--- src/rtl/fc_layer_seq.sv ---
// fc_layer_seq: sequences a fully-connected accelerator core through a chain
// of layers described in a small descriptor table.
//
// For each layer the sequencer pulses core_rst, streams the layer inputs,
// the weight matrix and (optionally) the bias vector from memory into the
// core, then drains the core's outputs back to memory.
//
// Ports
//   clk, rst          clock (rising edge) and synchronous active-high reset
//   cfg_we/idx/wdata  descriptor table write port (writable at any time)
//   start/num_layers  launch a run of num_layers descriptors starting at 0
//   busy/done         run in progress / one-cycle completion pulse
//   mem_*             single-port memory; read data returns one cycle after mem_ren
//   core_*            configuration, input stream and output stream of the core
module fc_layer_seq #(
  parameter int MAX_LAYERS = 8
) (
  input  logic        clk,
  input  logic        rst,
  input  logic        cfg_we,
  input  logic [2:0]  cfg_idx,
  input  logic [75:0] cfg_wdata,
  input  logic        start,
  input  logic [3:0]  num_layers,
  output logic        busy,
  output logic        done,
  output logic [15:0] mem_addr,
  output logic        mem_ren,
  input  logic [15:0] mem_rdata,
  output logic        mem_wen,
  output logic [15:0] mem_wdata,
  output logic        core_rst,
  output logic [10:0] core_cin,
  output logic [10:0] core_cout,
  output logic        core_has_bias,
  output logic [4:0]  core_act_type,
  output logic        core_din_valid,
  output logic [15:0] core_din_data,
  input  logic        core_dout_valid,
  output logic        core_dout_ready,
  input  logic [15:0] core_dout_data
);

  typedef enum logic [3:0] {
    IDLE, CRST, LD_IN, GAP_IN, LD_W, GAP_W, LD_B, GAP_B, DRAIN, NEXT
  } state_t;

  state_t      state_q, state_d;
  logic [3:0]  layer_q, layer_d;
  logic [3:0]  num_q, num_d;
  logic [21:0] cnt_q, cnt_d;
  logic [75:0] desc_q, desc_d;
  logic        busy_q, busy_d;
  logic        done_q, done_d;
  logic        core_rst_q, core_rst_d;
  logic        ren_q;

  logic [75:0] table_q [MAX_LAYERS];

  logic [3:0]  nextLayer;
  logic [3:0]  lookupIdx;
  logic [75:0] descSel;
  logic        startOk;

  // Working copy of the running layer's descriptor; table writes during a
  // run do not disturb it.
  logic [10:0] cin, cout;
  logic        hasBias;
  logic [15:0] inBase, wgtBase, outBase;
  logic [21:0] prodW;

  assign cin     = desc_q[10:0];
  assign cout    = desc_q[21:11];
  assign hasBias = desc_q[22];
  assign inBase  = desc_q[43:28];
  assign wgtBase = desc_q[59:44];
  assign outBase = desc_q[75:60];

  // Full 22-bit weight count; only its low 16 bits feed address arithmetic.
  assign prodW = {11'd0, cin} * {11'd0, cout};

  assign nextLayer = layer_q + 4'd1;
  assign startOk   = start && !cfg_we && (num_layers != 4'd0) &&
                     (32'(num_layers) <= MAX_LAYERS);

  // The table is read either for layer 0 at launch or for the following
  // layer when leaving NEXT.
  assign lookupIdx = (state_q == NEXT) ? nextLayer : 4'd0;

  always_comb begin
    descSel = '0;
    for (int i = 0; i < MAX_LAYERS; i++) begin
      if (lookupIdx == 4'(i)) descSel = table_q[i];
    end
  end

  // Descriptor table has no reset so its contents survive an aborted run.
  always_ff @(posedge clk) begin
    for (int i = 0; i < MAX_LAYERS; i++) begin
      if (cfg_we && (cfg_idx == 3'(i))) table_q[i] <= cfg_wdata;
    end
  end

  always_ff @(posedge clk) begin
    if (rst) begin
      state_q    <= IDLE;
      layer_q    <= 4'd0;
      num_q      <= 4'd0;
      cnt_q      <= 22'd0;
      desc_q     <= '0;
      busy_q     <= 1'b0;
      done_q     <= 1'b0;
      core_rst_q <= 1'b1;
      ren_q      <= 1'b0;
    end else begin
      state_q    <= state_d;
      layer_q    <= layer_d;
      num_q      <= num_d;
      cnt_q      <= cnt_d;
      desc_q     <= desc_d;
      busy_q     <= busy_d;
      done_q     <= done_d;
      core_rst_q <= core_rst_d;
      ren_q      <= mem_ren;
    end
  end

  always_comb begin
    state_d         = state_q;
    layer_d         = layer_q;
    num_d           = num_q;
    cnt_d           = cnt_q;
    desc_d          = desc_q;
    busy_d          = busy_q;
    done_d          = 1'b0;
    mem_ren         = 1'b0;
    mem_wen         = 1'b0;
    mem_addr        = 16'h0000;
    core_dout_ready = 1'b0;

    case (state_q)
      IDLE: begin
        if (startOk) begin
          layer_d = 4'd0;
          num_d   = num_layers;
          busy_d  = 1'b1;
          desc_d  = descSel;
          state_d = CRST;
        end
      end
      CRST: begin
        cnt_d   = 22'd0;
        // Empty layers are skipped without touching memory.
        state_d = ((cin == 11'd0) || (cout == 11'd0)) ? NEXT : LD_IN;
      end
      LD_IN: begin
        mem_ren  = 1'b1;
        mem_addr = inBase + cnt_q[15:0];
        if (cnt_q == {11'd0, cin} - 22'd1) begin
          cnt_d   = 22'd0;
          state_d = GAP_IN;
        end else begin
          cnt_d = cnt_q + 22'd1;
        end
      end
      GAP_IN: state_d = LD_W;
      LD_W: begin
        mem_ren  = 1'b1;
        mem_addr = wgtBase + cnt_q[15:0];
        if (cnt_q == prodW - 22'd1) begin
          cnt_d   = 22'd0;
          state_d = GAP_W;
        end else begin
          cnt_d = cnt_q + 22'd1;
        end
      end
      GAP_W: state_d = hasBias ? LD_B : DRAIN;
      LD_B: begin
        // Bias vector sits directly after the weight matrix.
        mem_ren  = 1'b1;
        mem_addr = wgtBase + prodW[15:0] + cnt_q[15:0];
        if (cnt_q == {11'd0, cout} - 22'd1) begin
          cnt_d   = 22'd0;
          state_d = GAP_B;
        end else begin
          cnt_d = cnt_q + 22'd1;
        end
      end
      GAP_B: state_d = DRAIN;
      DRAIN: begin
        core_dout_ready = 1'b1;
        mem_addr        = outBase + cnt_q[15:0];
        if (core_dout_valid) begin
          mem_wen = 1'b1;
          if (cnt_q == {11'd0, cout} - 22'd1) begin
            cnt_d   = 22'd0;
            state_d = NEXT;
          end else begin
            cnt_d = cnt_q + 22'd1;
          end
        end
      end
      NEXT: begin
        layer_d = nextLayer;
        if (nextLayer == num_q) begin
          done_d  = 1'b1;
          busy_d  = 1'b0;
          state_d = IDLE;
        end else begin
          desc_d  = descSel;
          state_d = CRST;
        end
      end
      default: state_d = IDLE;
    endcase

    core_rst_d = (state_d == CRST);
  end

  assign busy           = busy_q;
  assign done           = done_q;
  assign core_rst       = core_rst_q;
  assign core_din_valid = ren_q;
  assign core_din_data  = mem_rdata;
  assign mem_wdata      = core_dout_data;
  assign core_cin       = cin;
  assign core_cout      = cout;
  assign core_has_bias  = hasBias;
  assign core_act_type  = desc_q[27:23];

endmodule

--- config.mk ---
export PLATFORM = sky130hd
export DESIGN_NAME = fc_layer_seq
export DESIGN_NICKNAME = d
export VERILOG_FILES = /design/src/rtl/fc_layer_seq.sv
export SDC_FILE = /design/constraint.sdc
export NUM_CORES = 1
export LEC_CHECK = 0
export BUFFER_PORTS_ARGS = -buffer_cell sky130_fd_sc_hd__buf_2
export CAP_MARGIN = 20
export CORE_MARGIN = 2
export CORE_UTILIZATION = 45
export DETAILED_ROUTE_END_ITERATION = 16
export PLACE_DENSITY_LB_ADDON = 0.25
export SLEW_MARGIN = 10
export SYNTH_ARGS = -nofsm -noshare
export SYNTH_HDL_FRONTEND = slang
export SYNTH_SLANG_ARGS = --single-unit
--- constraint.sdc ---
create_clock -name clk -period 8.7 [get_ports clk]
set_input_delay 2.175 -clock clk [delete_from_list [all_inputs] [get_ports clk]]
set_output_delay 2.175 -clock clk [all_outputs]
set_load 0.1 [all_outputs]
==> flow_metrics.tcl, run 1 <==
set metrics [dict create \
    dieArea_sq_um 80300 \
    cp-startpoint "desc_q[6]" \
    fin_nets 3120 \
    layout_min_cycle_time_ns 8.94 \
    fp-row-count 102 \
    drive_gt1_frac 0.202 \
    violations "setup timing" \
    netlist_area_sq_um 35100 \
    ios 203 \
    cts_sinks 722 \
    clk_pin_slew_worst_paths_ns 0.06 \
    design_area_sq_um 40200 \
    overflow 0 \
    synth.top_cell.area_share 0.520 \
    setup_slack_ns -0.241 \
    cts_buffers 76 \
    final_common_cell "edfxtp_1" \
    setup_viol 4 \
    holdWs_ns 0.458 \
    synth_fa_ha_area_frac 0.0895 \
    power_mw 8.02 \
    rsz0062_at_grt "yes" \
    globalplace.congestion 0.910 \
    worstSkewPairLatency_ns 0.63 \
    nFillCells 6565 \
    tns_ns -0.714 \
    post_drt_wl_per_cell_um 23.9 \
    core_sq_um 77300 \
    synth_largest_area_cell "edfxtp_1" \
    async_flop_share 0 \
    outcome "finished with violations" \
    path_class "reg2out" \
    reg2reg_from "desc_q[6]" \
    grt_pass1_wl_um 141000 \
    synth_edf_count 608 \
    hold_start "desc_q[28]" \
    hold_path_class "reg2reg" \
    syn_to_final_growth_pct 14.5 \
    synthSimpleGateAreaFrac 0.0895 \
    worstMarginPinSlew_ns 1.07 \
    ys_seq_area_frac 0.585 \
    ys_warn_count 0 \
    fin_skew_ns 0.0259 \
    postPlaceCellArea_sq_um 37100 \
    finalNonFillerCells 3913 \
    final.period_utilization 1.03 \
    synth_xor_area_frac 0.0305 \
    hpwlAfterDp_um 59900 \
    dr.pass1.iters 6 \
    fmax_ghz 0.112 \
    end_kind "primary output" \
    ys.flop_type "edfxtp_1" \
    syn-instance-count 2693 \
    die_w_um 283 \
    start_util 0.454 \
    synth_compound_area_frac 0.0922 \
    wl_um 93600 \
    synth_seq_cells 722 \
    cts_tree "built" \
    ir_drop_mv 0.129 \
    most-common-layout-cells "edfxtp_1, nand2_1, inv_1" \
    port_buffers 138 \
    syn_area_per_cell_sq_um 13.0 \
    synthesis.nets 3006 \
    vias 22409 \
    synth.distinct_cells 82 \
    root_buffer "clkbuf_16" \
    antenna_found_initial 11 \
    avgViaCountPerCell 5.73 \
    ant_nets 0 \
    hold_violations 0 \
    crit_arrival_ns 6.77 \
    placedCellCount 3743 \
    first_global_vias 22786 \
    synth.area.mux_share 0.0655 \
    required_ns 6.53 \
    die_y_um 283 \
    relSlewSlack 0.284 \
    drv_slew 0 \
    cts.hold.buffers_added 0 \
    cp_max_fo 7 \
    synth_top_family_by_area "compound AO/OA/AOI/OAI gates" \
    maxCapViolations 0 \
    startpoint_type "flip-flop" \
    drcViolationCount 0 \
    power.leakage_nw 14.4 \
    cts_max_level 3 \
    power_density_nw_per_um2 199 \
    grt_max_degree 129 \
    ys_top_cells_by_area "edfxtp_1, dfxtp_1, fa_1" \
    grt_usage 0.231 \
    clockBufferDepth 3 \
    drtIter0Drc 2158 \
]
-- synth_stat cells, drive strengths merged, types with 19 or more instances --
library cell / instances
edfxtp: 608
nand2: 237
inv: 172
nor2: 140
clkbuf: 132
dfxtp: 114
a21oi: 106
fa: 97
ha: 96
xnor2: 81
buf: 79
and2: 72
a211oi: 65
mux2i: 59
o21ai: 58
nor3: 57
a221oi: 54
mux2: 52
mux4: 50
nand4: 40
xor2: 38
o211ai: 28
nand3: 26
a222oi: 25
nor4: 19
-- path summary, 6_finish.rpt --
| path | endpoint | slack [ns] | cells after the start |
|---|---|---|---|
| worst min-delay path | desc_q[28] | 0.46 | 2 |
| worst max-delay path | mem_addr[15] | -0.24 | 27 |
| worst max register to register | cnt_q[21] | 1.70 | 26 |
| worst min register to register | desc_q[28] | 0.46 | 2 |
-- critical path: stages (launching register included) --
cell and delay (ns):
dfxtp_4 0.36, buf_4 0.14, nand2_1 0.07, fa_2 0.44, fa_1 0.40, inv_1 0.09
fa_1 0.45, fa_1 0.56, inv_1 0.05, fa_1 0.49, inv_2 0.05, ha_4 0.15
buf_4 0.15, nor4_1 0.36, a21oi_2 0.08, nand2_2 0.13, xnor2_4 0.13, fa_1 0.48
ha_4 0.26, nand3_2 0.08, o221ai_2 0.10, o21ai_2 0.16, nand2b_1 0.08, a21oi_2 0.18
o21ai_2 0.11, xnor2_2 0.15, o221ai_4 0.21, buf_12 0.22
-- per-stage QoR --
step,setup slack (ns),utilization
after floorplan,0.00466,-
after global placement,0.144,0.480
after detailed placement,0.0154,0.480
after CTS,-0.319,0.517
after global routing,-0.535,0.520
final,-0.241,0.520
-- cells by family (layout without fill, tap and decap cells) --
group	count (synthesis)	count (layout)
buffers and inverters	385	562
AO/OA/AOI/OAI	456	456
adder cells (fa/ha/maj)	193	193
AND/OR/NAND/NOR	656	656
XOR/XNOR	120	120
multiplexers	161	161
other	0	3
flip-flops	722	722
-- routing by layer --
layer	GRT usage	wire, um	vias up
met2	0.366	43300	872
met3	0.0580	8320	135
li1	-	-	10148
met4	0.0653	2220	10
met5	0	59	-
met1	0.316	39700	11244
-- flip-flops by register name (all words and copies together) (netlist names) --
signal          flops
num_q               4
done                1
core_din_valid      1
cnt_q              22
layer_q             4
core_rst            1
table_q           608
state_q             4
desc_q             76
busy                1
-- timing repair --
| action | in CTS | in global routing |
|---|---|---|
| pin swaps | 18 | 13 |
| resized for setup | 50 | 43 |
| setup endpoints to repair | 8 | 8 |
| buffers inserted | 16 | 9 |
-- final cells by class --
class,instances,area (sq um),area share
well taps,1040,1300,0.0323
multi-input cells,1586,13400,0.334
inverters,174,653,0.0162
clock buffers,108,2130,0.0530
diodes,3,7.51,0.000187
clock inverters,33,415,0.0103
repair buffers,247,1710,0.0424
flip-flops and latches,722,20600,0.512
-- power breakdown --
part	internal, mW	total (mW)	switching (mW)
sequential	3.87	3.93	0.0614
clock	1.93	3.28	1.34
combinational	0.272	0.808	0.535
total	6.08	8.02	1.94
Power figures use the tool's default switching activity.
==> run 2, diff against run 1 <==
- CORE_UTILIZATION: 45 -> 55
- GPL_ROUTABILITY_DRIVEN: not set -> 1
==> run 2 against run 1 <==
The run still ends with setup timing left. Global-route usage is 4.0 points higher. Die area is 18% lower. Sequential share of layout area is 0.48 points higher. Fmax is 0.22% lower. Critical path depth is 4 lower. Wire length is 4.7% lower. Power is 1.9% lower. Combinational power is 2.7% lower. Cell area is 0.90% lower. Via count is 1.3% higher. Setup slack worse by 0.020 ns. Critical endpoint unchanged. Largest cell class unchanged. Largest power group unchanged.
==> flow_metrics.tcl, run 2 (same netlist as run 1, synthesis figures left out) <==
set metrics [dict create \
    outcome "finished with violations" \
    violations "setup timing" \
    power.leakage_nw 14.4 \
    die_y_um 257 \
    cts_sinks 722 \
    power_density_nw_per_um2 197 \
    fp-row-count 92 \
    nFillCells 4765 \
    vias 22705 \
    layout_min_cycle_time_ns 8.96 \
    rsz0062_at_grt "yes" \
    regMostFlops "table_q" \
    drtIter0Drc 2293 \
    reg_top3 "table_q: 608 flops, desc_q: 76 flops, cnt_q: 22 flops" \
    cp-startpoint "desc_q[3]" \
    grt_max_degree 64 \
    holdWs_ns 0.455 \
    core_sq_um 63100 \
    cts_buffers 75 \
    final.period_utilization 1.03 \
    hold_violations 0 \
    globalplace.congestion 0.902 \
    drive_gt1_frac 0.205 \
    cp_max_fo 6 \
    tns_ns -0.773 \
    die_w_um 257 \
    startpoint_type "flip-flop" \
    fin_skew_ns 0.0299 \
    start_util 0.557 \
    clk_pin_slew_worst_paths_ns 0.06 \
    post_drt_wl_per_cell_um 24.0 \
    hold_path_class "reg2reg" \
    antenna_found_initial 10 \
    drv_slew 0 \
    final_common_cell "edfxtp_1" \
    path_class "reg2out" \
    hold_start "desc_q[74]" \
    required_ns 6.53 \
    clockBufferDepth 3 \
    most-common-layout-cells "edfxtp_1, nand2_1, inv_1" \
    ant_nets 0 \
    grt_usage 0.271 \
    dieArea_sq_um 65900 \
    cts.hold.buffers_added 0 \
    dr.pass1.iters 7 \
    setup_slack_ns -0.261 \
    first_global_vias 23222 \
    setup_viol 4 \
    end_kind "primary output" \
    drcViolationCount 0 \
    power_mw 7.87 \
    largest_reg_flops 608 \
    wl_um 89200 \
    hpwlAfterDp_um 57600 \
    ios 203 \
    maxCapViolations 0 \
    worstSkewPairLatency_ns 0.63 \
    root_buffer "clkbuf_16" \
    ir_drop_mv 0.196 \
    avgViaCountPerCell 6.10 \
    grt_pass1_wl_um 136000 \
    reg2reg_from "desc_q[3]" \
    fmax_ghz 0.112 \
    relSlewSlack 0.310 \
    syn_to_final_growth_pct 13.5 \
    fin_nets 3125 \
    cts_tree "built" \
    crit_arrival_ns 6.79 \
    cts_max_level 3 \
    overflow 0 \
    worstMarginPinSlew_ns 1.03 \
    port_buffers 138 \
]
==> run 2: cell types whose count changed in the layout (fill, tap and decap cells not counted), sizes merged <==
cell,delta
diode,-1
buf,+6
clkinv,+3
inv,+2
clkinvlp,+1
bufinv,-3
clkbuf,-6
==> run 2: where the power goes <==
group | total [mW] | switching, mW | internal [mW] | leakage, nW
Clock | 3.15 | 1.35 | 1.80 | 1.18
Sequential | 3.93 | 0.0626 | 3.87 | 6.46
Combinational | 0.786 | 0.518 | 0.268 | 6.71
==> run 2: layer usage <==
layer | GRT usage | wire length (um) | share of wire
met5 | 0 | 80 | 0.00090
met4 | 0.0904 | 2550 | 0.029
met3 | 0.0485 | 6990 | 0.078
met2 | 0.437 | 42500 | 0.48
met1 | 0.374 | 37100 | 0.42
==> run 2: repair_timing <==
item | in CTS | in global routing
buffers inserted | 18 | 11
pin swaps | 24 | 14
resized for setup | 64 | 29
endpoints found under the setup margin | 8 | 8
==> run 2: worst max-delay path: stages (launching register included) <==
cell and delay (ns):
dfxtp_4 0.39, nand2_1 0.09, fa_1 0.46, fa_1 0.50, fa_1 0.55, inv_2 0.04
fa_1 0.52, inv_2 0.04, fa_1 0.49, inv_2 0.05, ha_4 0.15, or4_1 0.39
a21o_1 0.20, buf_4 0.13, buf_4 0.14, a31oi_4 0.23, xnor2_4 0.18, fa_1 0.46
ha_1 0.33, a21oi_1 0.17, o21ai_2 0.09, xnor2_2 0.16, o221ai_4 0.20, buf_12 0.22
==> run 2: through the flow <==
stage	area (sq um)	setup WS, ns	instances	utilization
6_report	39900	-0.261	3721	0.632
4_1_cts	39700	-0.316	3708	0.629
3_5_place_dp	36800	0.00355	3552	0.584
3_3_place_gp	36800	0.123	3552	0.584
2_1_floorplan	35400	0.00466	2693	-
5_1_grt	39900	-0.476	3721	0.632
==> run 2: path summary, 6_finish.rpt <==
check | end | slack [ns] | cells after the start
hold / removal | desc_q[74] | 0.46 | 2
setup reg to reg | cnt_q[4] | 1.67 | 25
hold reg to reg | desc_q[74] | 0.46 | 2
setup / recovery | mem_addr[15] | -0.26 | 23
==> run 2: layout make-up <==
class	instances	area (sq um)	share of cell area
sequential	722	20600	0.516
multi-input combinational	1586	13500	0.337
clock buffer	102	2050	0.0514
timing repair buffer	253	1670	0.0420
tap	846	1060	0.0265
inverter	174	656	0.0164
clock inverter	36	394	0.00988
antenna	2	5.00	0.000126
